$ cat src/rtl/pc_return_stack_if.sv
// Interface bundling the return-stack control inputs and status outputs.
// The master side (IF-stage control) drives the operations. The slave side
// (the stack) returns the top entry and the status flags.
interface pc_return_stack_if #(
   parameter int WIDTH = 32,
   parameter int PTR_W = 4
);
   logic             stall;
   logic             clear;
   logic             push;
   logic [WIDTH-1:0] push_pc;
   logic             pop;
   logic [WIDTH-1:0] top_pc;
   logic             empty;
   logic             full;
   logic [PTR_W:0]   count;
   logic             overflow;
   logic             underflow;

   modport master (
      output stall, clear, push, push_pc, pop,
      input  top_pc, empty, full, count, overflow, underflow
   );

   modport slave (
      input  stall, clear, push, push_pc, pop,
      output top_pc, empty, full, count, overflow, underflow
   );
endinterface

$ cat src/rtl/pc_return_stack.sv
// Return-address stack (LIFO) for the IF stage.
// CALL pushes a return PC and RET pops it. A push and a pop in the same cycle
// replace the top entry. Overflow and underflow are sticky until a clear or
// a reset. The storage array has no reset; count alone decides which entries
// are valid, so an unwritten entry never reaches top_pc.
module pc_return_stack #(
   parameter int WIDTH = 32,
   parameter int DEPTH = 16,
   parameter int PTR_W = 4
) (
   input logic                clk,
   input logic                rst_n,
   pc_return_stack_if.slave   bus
);

   localparam logic [PTR_W:0] DEPTH_C = (PTR_W+1)'(DEPTH);

   logic [WIDTH-1:0] mem [DEPTH];

   logic [PTR_W:0]   count_reg, count_next;
   logic             ovf_reg, ovf_next;
   logic             unf_reg, unf_next;
   logic             wr_en;
   logic [PTR_W-1:0] wr_idx;
   logic [PTR_W-1:0] top_idx;
   logic             is_empty, is_full;

   assign is_empty = (count_reg == '0);
   assign is_full  = (count_reg == DEPTH_C);
   // Index of the top entry. When the stack is full the low bits are zero,
   // so the subtraction wraps to DEPTH-1, which is the correct slot.
   assign top_idx  = count_reg[PTR_W-1:0] - PTR_W'(1);

   // Decide the next count, the flags and the storage write for this edge.
   // Priority: stall, then clear, then push/pop.
   always_comb begin
      count_next = count_reg;
      ovf_next   = ovf_reg;
      unf_next   = unf_reg;
      wr_en      = 1'b0;
      wr_idx     = count_reg[PTR_W-1:0];
      if (bus.stall) begin
         // hold everything
      end else if (bus.clear) begin
         count_next = '0;
         ovf_next   = 1'b0;
         unf_next   = 1'b0;
      end else if (bus.push && bus.pop) begin
         wr_en = 1'b1;
         if (is_empty) begin
            // acts as a plain push into slot 0, but the pop is still an error
            wr_idx     = '0;
            count_next = (PTR_W+1)'(1);
            unf_next   = 1'b1;
         end else begin
            wr_idx = top_idx;
         end
      end else if (bus.push) begin
         if (is_full) begin
            ovf_next = 1'b1;
         end else begin
            wr_en      = 1'b1;
            count_next = count_reg + (PTR_W+1)'(1);
         end
      end else if (bus.pop) begin
         if (is_empty) begin
            unf_next = 1'b1;
         end else begin
            count_next = count_reg - (PTR_W+1)'(1);
         end
      end
   end

   // Control state: count and the sticky flags, cleared asynchronously.
   always_ff @(posedge clk or negedge rst_n) begin
      if (!rst_n) begin
         count_reg <= '0;
         ovf_reg   <= 1'b0;
         unf_reg   <= 1'b0;
      end else begin
         count_reg <= count_next;
         ovf_reg   <= ovf_next;
         unf_reg   <= unf_next;
      end
   end

   // Storage write. There is no reset because the contents are don't-care.
   always_ff @(posedge clk) begin
      if (wr_en) begin
         mem[wr_idx] <= bus.push_pc;
      end
   end

   assign bus.top_pc    = is_empty ? '0 : mem[top_idx];
   assign bus.empty     = is_empty;
   assign bus.full      = is_full;
   assign bus.count     = count_reg;
   assign bus.overflow  = ovf_reg;
   assign bus.underflow = unf_reg;

endmodule

$ cat src/flat_wrapper.sv
// flat-port wrapper written by rule: the top's interface ports become plain ports
module pc_return_stack_flat 
#(
   parameter int WIDTH = 32,
   parameter int DEPTH = 16,
   parameter int PTR_W = 4
)
  (clk, rst_n, bus_stall, bus_clear, bus_push, bus_push_pc, bus_pop, bus_top_pc, bus_empty, bus_full, bus_count, bus_overflow, bus_underflow);
  pc_return_stack_if #(.WIDTH(WIDTH), .PTR_W(PTR_W)) bus_i ();
  input logic clk;
  input logic rst_n;
  input wire logic [$bits(bus_i.stall)-1:0] bus_stall;
  input wire logic [$bits(bus_i.clear)-1:0] bus_clear;
  input wire logic [$bits(bus_i.push)-1:0] bus_push;
  input wire logic [$bits(bus_i.push_pc)-1:0] bus_push_pc;
  input wire logic [$bits(bus_i.pop)-1:0] bus_pop;
  output wire logic [$bits(bus_i.top_pc)-1:0] bus_top_pc;
  output wire logic [$bits(bus_i.empty)-1:0] bus_empty;
  output wire logic [$bits(bus_i.full)-1:0] bus_full;
  output wire logic [$bits(bus_i.count)-1:0] bus_count;
  output wire logic [$bits(bus_i.overflow)-1:0] bus_overflow;
  output wire logic [$bits(bus_i.underflow)-1:0] bus_underflow;
  assign bus_i.stall = bus_stall;
  assign bus_i.clear = bus_clear;
  assign bus_i.push = bus_push;
  assign bus_i.push_pc = bus_push_pc;
  assign bus_i.pop = bus_pop;
  assign bus_top_pc = bus_i.top_pc;
  assign bus_empty = bus_i.empty;
  assign bus_full = bus_i.full;
  assign bus_count = bus_i.count;
  assign bus_overflow = bus_i.overflow;
  assign bus_underflow = bus_i.underflow;
  pc_return_stack #(.WIDTH(WIDTH), .DEPTH(DEPTH), .PTR_W(PTR_W)) u_core (.clk(clk), .rst_n(rst_n), .bus(bus_i));
endmodule
$ cat config.mk
export PLATFORM = sky130hd
export DESIGN_NAME = pc_return_stack_flat
export DESIGN_NICKNAME = d
export VERILOG_FILES = /design/src/rtl/pc_return_stack_if.sv /design/src/rtl/pc_return_stack.sv /design/src/flat_wrapper.sv
export SDC_FILE = /design/constraint.sdc
export NUM_CORES = 1
export LEC_CHECK = 0
export ABC_AREA = 1
export BUFFER_PORTS_ARGS = -buffer_cell sky130_fd_sc_hd__buf_4
export CORE_UTILIZATION = 35
export CTS_CLUSTER_DIAMETER = 200
export CTS_CLUSTER_SIZE = 16
export DETAILED_ROUTE_END_ITERATION = 10
export PLACE_DENSITY = 0.56
export SKIP_LAST_GASP = 1
export SLEW_MARGIN = 20
export SYNTH_ARGS = -nofsm -noshare
export SYNTH_HDL_FRONTEND = slang
export SYNTH_SLANG_ARGS = --single-unit
$ cat constraint.sdc
create_clock -name clk -period 5.35 [get_ports clk]
set_clock_uncertainty 0.05 [all_clocks]
set_input_delay 0.2675 -clock clk [delete_from_list [all_inputs] [get_ports clk]]
set_output_delay 0.2675 -clock clk [all_outputs]
set_load 0.01 [all_outputs]
Yosys cells after proc, flatten, opt, wreduce, memory -nomap -nowiden. Memory sizes are Yosys's and may differ from the RTL's. Cells that the tools add are included.

Memories kept: 1. ROM bits: 0. Output and inout port bits: 41. Latch bits: 0. Word-level logic and storage cells: 51. Bits in writable memories: 512. Register bits after elaboration: 7.

Memories: u_core.mem (words 16, width 32, rd ports 1, clocked after memory_dff 0, wr ports 1, RTL line pc_return_stack.sv:18) `logic [WIDTH-1:0] mem [DEPTH];`.

Mux-type cells: 28. Shift-type cells: 0. Bitwise logic cells: 1. Reduce and logical (&&, ||, !) cells: 9. Magnitude comparators: 0. Eq/ne operators: 6. $mul: 0. Add/subtract/negate cells: 3. Divide/modulo/power cells: 0.

Operators with widths (number): 2-to-1 mux 5 bit (7); 2-to-1 mux 32 bit (1); 2-to-1 mux 1 bit (16); 2-to-1 mux 4 bit (4); != test 3 x 2 -> 1 bit, second input constant (2); adder 5 x 1 -> 5 bit, second input constant (1); == test 5 bit, second input constant (1); zero test 5 bit (1); AND reduction 5 bit (1); subtractor 5 x 1 -> 5 bit, second input constant (1); != test 4 x 3 -> 1 bit, second input constant (1); != test 4 bit, second input constant (1); AND reduction 4 bit (1); nonzero test 2 bit (2); nonzero test 4 bit (1); subtractor 4 x 1 -> 4 bit, second input constant (1); AND reduction 3 bit (1); nonzero test 3 bit (1); != test 2 bit, second input constant (1); logical AND 1 bit (1); NOT 1 bit (1).

Depth between registers and ports, before layout.
Depth in word-level cells: 8. Gate-level depth with buffers: 14.

Worst setup path after synthesis. OpenSTA, ideal clock, no wires.

Kind: flip-flop to flip-flop. Start point: reg u_core.count_reg[0], in the netlist u_core.bus.count[0]. End point: mem u_core.mem[10][0], enable pin. Path buffers: 5. Required time: 4.879 ns. Data arrival time: 3.296 ns. Stages on the path, launching flop included: 13. Path slack: 1.583 ns. Cells stage by stage: dfrtp_1 -> buf_4 -> inv_4 -> buf_4 -> buf_2 -> ha_1 -> buf_4 -> inv_2 -> buf_2 -> nand3_1 -> nand2_1 -> nand2_1 -> nor2_1.

Longest elaborated chain between the ends: 8.

Ends and longest elaborated chain: start: declaration (RTL line pc_return_stack.sv:20) `logic [PTR_W:0] count_reg, count_next;`; start signal: assignment (RTL line pc_return_stack.sv:81) `count_reg <= count_next;`; == test 5 bit (RTL line pc_return_stack.sv:29) `assign is_full = (count_reg == DEPTH_C);`; 2-to-1 mux 1 bit (RTL line pc_return_stack.sv:59) `if (is_full) begin`; 2-to-1 mux 1 bit (RTL line pc_return_stack.sv:58) `end else if (bus.push) begin`; 2-to-1 mux 1 bit (RTL line pc_return_stack.sv:48) `end else if (bus.push && bus.pop) begin`; 2-to-1 mux 1 bit (RTL line pc_return_stack.sv:44) `end else if (bus.clear) begin`; 2-to-1 mux 1 bit (RTL line pc_return_stack.sv:42) `if (bus.stall) begin`; 2-to-1 mux 1 bit (RTL line pc_return_stack.sv:89) `if (wr_en) begin`; 2-to-1 mux 1 bit (implied by the code) (RTL line pc_return_stack.sv:90) `mem[wr_idx] <= bus.push_pc;`; end: declaration (RTL line pc_return_stack.sv:18).

Several ways; a longest one is shown, not always the timed one.

Worst setup path in the final report.
Start point: reg u_core.count_reg[0], in the netlist u_core.bus.count[0]. End point: out bus_top_pc[8].

Longest elaborated chain between the ends: 3.

Ends and longest elaborated chain: subtractor 4 x 1 -> 4 bit (RTL line pc_return_stack.sv:32) `assign top_idx = count_reg[PTR_W-1:0] - PTR_W'(1);`; memory (16 x 32 bit); 2-to-1 mux 32 bit (*) (RTL line pc_return_stack.sv:94) `assign bus.top_pc = is_empty ? '0 : mem[top_idx];`; end: declaration (RTL line flat_wrapper.sv:17) `output wire logic [$bits(bus_i.top_pc)-1:0] bus_top_pc;`.

Mark *: on every way between the ends. The rest lies on a longest branch, timed or not.

==> impl_metrics.ini <==
[run_status]
status = finished, final reports clean

[hold_path]
min_path_type = primary input to flip-flop
whs_path_depth = 1

[die]
fp.dieH_um = 248
core_area_sq_mm = 0.0595
io_pins = 79
die_w_um = 248
fp-row-count = 89
dieArea_sq_mm = 0.0617
initial_core_util = 0.357

[synth]
synth_fa_ha_area_frac = 0.00389
synthTopCellsByArea = edfxtp_1 (72%), nand2_1 (10%), nand3_1 (8.6%)
synth_top_area_share = 0.724
yosysWarnings = 0
ys.flop_type = edfxtp_1
synth_common_cells = nand2_1 (593), edfxtp_1 (512), nand3_1 (365)
yosys.area_share.xor_xnor = 0.000825
synth_top_family_by_area = simple AND/OR/NAND/NOR gates
ys_ff_latch = 519
avgSynthCellArea_sq_um = 11.9
synthCells = 1790
ys_types = 28
synth_compound_area_frac = 0.0247
synth_mux_area_frac = 0
synth_simple_gate_area_frac = 0.207
syn-num-nets = 1834
synth_edf_count = 512
synth.yosys.seq_area_share = 0.732
synth_area_leader_cell = edfxtp_1
syn_area_sq_mm = 0.0212
synthArstFlopShare = 0.0135
synth.most_common_cell = nand2_1

[clock_network]
post_cts_buffers = 0
clk_latency_ps = 550
root_buffer = clkbuf_16
clk_pin_slew_ps = 80
clkSinkCount = 519
cts_resized = 0
htreeDepth = 2
cts_buffers = 38
clockBufferDepth = 3
cts_tree = built

[timing]
slew_violations = 0
tightest_slew_ps = 1090
fin_crit_ps = 4240
setup_tns_ps = 0
rsz0062_at_grt = false
slew_headroom = 0.269
hold_viol = 0
setup_violations = 0
fin_crit_sh = 0.792
fmax_ghz = 0.236

[routing]
drt_iter0_markers = 1441
viasPerCell = 5.18
drc_errors = 0
ant_nets = 0
drt_wl_total_um = 54500
wl_per_cell_um = 20.8
vias = 13601
dr.pass1.iters = 5

[power_and_ir_drop]
seq_power_share = 0.393
power.leakage_nw = 8.47
peakVddDrop_mv = 0.316
power.share.clock = 0.227
cellPowerDensity_mw_per_mm2 = 488
switching_share = 0.379
p_int_w = 0.00726
combPwrFrac = 0.380
power.switching_w = 0.00443

[global_routing]
grt_max_degree = 188
grt_pass1_wl_um = 81900
antenna_found_initial = 0
grt_pass1_vias = 13131
grt.overflow.total = 0
grt_use_total = 0.177

[placed_design]
numPlacedInstances = 2557
dpl_cell_area_sq_mm = 0.0226
dp_hpwl_um = 31800
routabilityCongestion = 0.798
portBuffers = 78

[setup_path]
critPathLaunchType = flip-flop
r2r_cells = 9
crit_fanout = 87
crit_type = flip-flop to output port
cp-end-kind = output port
cp_data_arrival_time_ps = 3920
crit_required_ps = 5030

[final_layout]
nFillCells = 5660
drive_above_1_share = 0.0983
fin_area_sq_mm = 0.0239
area_delta_synth_final_pct = 12.7
instances_no_fill = 2624
post-route-util = 0.402
largest_reg_flops = 512
fin_nets = 1887
diodes = 0

[flow_run]
cap_violations = 0
-- repair_timing --
action,CTS,global route
hold buffers,13,0
endpoints found under the hold margin,125,0
endpoints found under the setup margin,0,0
-- path summary, 6_finish.rpt --
| check | from | to | slack (ps) |
|---|---|---|---|
| setup / recovery | u_core.bus.count[0] | bus_top_pc[8] | 1110 |
| min in group asynchronous | rst_n | u_core.bus.count[0] | 30 |
| max in group asynchronous | rst_n | u_core.bus.count[0] | 5080 |
| hold / removal | bus_push_pc[29] | u_core.mem[5][29] | 20 |
| setup reg to reg | u_core.bus.count[0] | u_core.mem[10][29] | 1410 |
| hold reg to reg | u_core.bus.overflow | u_core.bus.overflow | 470 |
-- critical path, cell delays in order (launching register included) --
cell	delay (ps)
dfrtp_4	510
inv_8	390
ha_4	450
inv_6	440
buf_4	500
nand3_1	150
nand3_1	100
nand2_1	80
a21oi_1	350
nor2_1	130
buf_4	170
-- logic make-up after synthesis --
group                      count (synthesis)
and+or+nand+nor                         1033
adders and majority gates                  6
DFF                                      519
xor gates and xnor gates                   2
AOI/OAI and AO/OA                        103
buffers and inverters                    127
-- cell type report --
cell class / instances / area, sq um / area share
flip-flops and latches: 519 / 15600 / 0.650
multi-input cells: 1144 / 5150 / 0.215
repair buffers: 120 / 1120 / 0.0469
clock buffers: 45 / 998 / 0.0417
well taps: 773 / 967 / 0.0404
inverters: 20 / 87.6 / 0.00366
clock inverters: 3 / 43.8 / 0.00183
-- stage by stage --
stage                     power [W]  worst slack, ps  hold slack, ps
after floorplan             0.00744             1580           -78.1
after global placement      0.00912             1400            41.5
after detailed placement    0.00915             1350            44.0
after CTS                    0.0118             1050            1.27
after global routing         0.0123              901            16.9
final                        0.0117             1110            23.5
-- power by group through the flow --
| stage | registers [W] | clock network [W] | logic [W] |
|---|---|---|---|
| 2_1_floorplan | 0.00468 | 0 | 0.00276 |
| 3_3_place_gp | 0.00468 | 0 | 0.00444 |
| 3_5_place_dp | 0.00468 | 0 | 0.00447 |
| 4_1_cts | 0.00459 | 0.00271 | 0.00449 |
| 5_1_grt | 0.00459 | 0.00284 | 0.00490 |
| 6_report | 0.00459 | 0.00265 | 0.00444 |
-- metal layers --
metal | wire length [um] | global-route usage
met1 | 24900 | 0.258
met2 | 25700 | 0.281
met3 | 3010 | 0.0221
met4 | 904 | 0.0391
met5 | 0 | 0
-- placed cells by master (no fill, tap or decap) --
cell and instances:
inv_8 2, clkbuf_16 39, edfxtp_1 512, nand3_2 1, nor3_1 1, nand4_1 3, dlygate4sd3_1 13, nor2_4 18
ha_4 1, inv_1 16, a21oi_1 99, buf_16 5, nand2_1 593, xnor2_1 2, a31oi_1 1, nor2_1 45
nand3_4 1, a21oi_2 1, inv_6 1, clkinv_8 2, buf_4 95, nand2_4 1, ha_1 4, nor2_2 2
inv_2 2, o21bai_1 1, nand3_1 365, fa_1 1, nand2_2 3, clkbuf_1 6, dfrtp_4 1, o22ai_1 1
buf_12 7, dfrtp_1 6
Power figures use the tool's default switching activity.
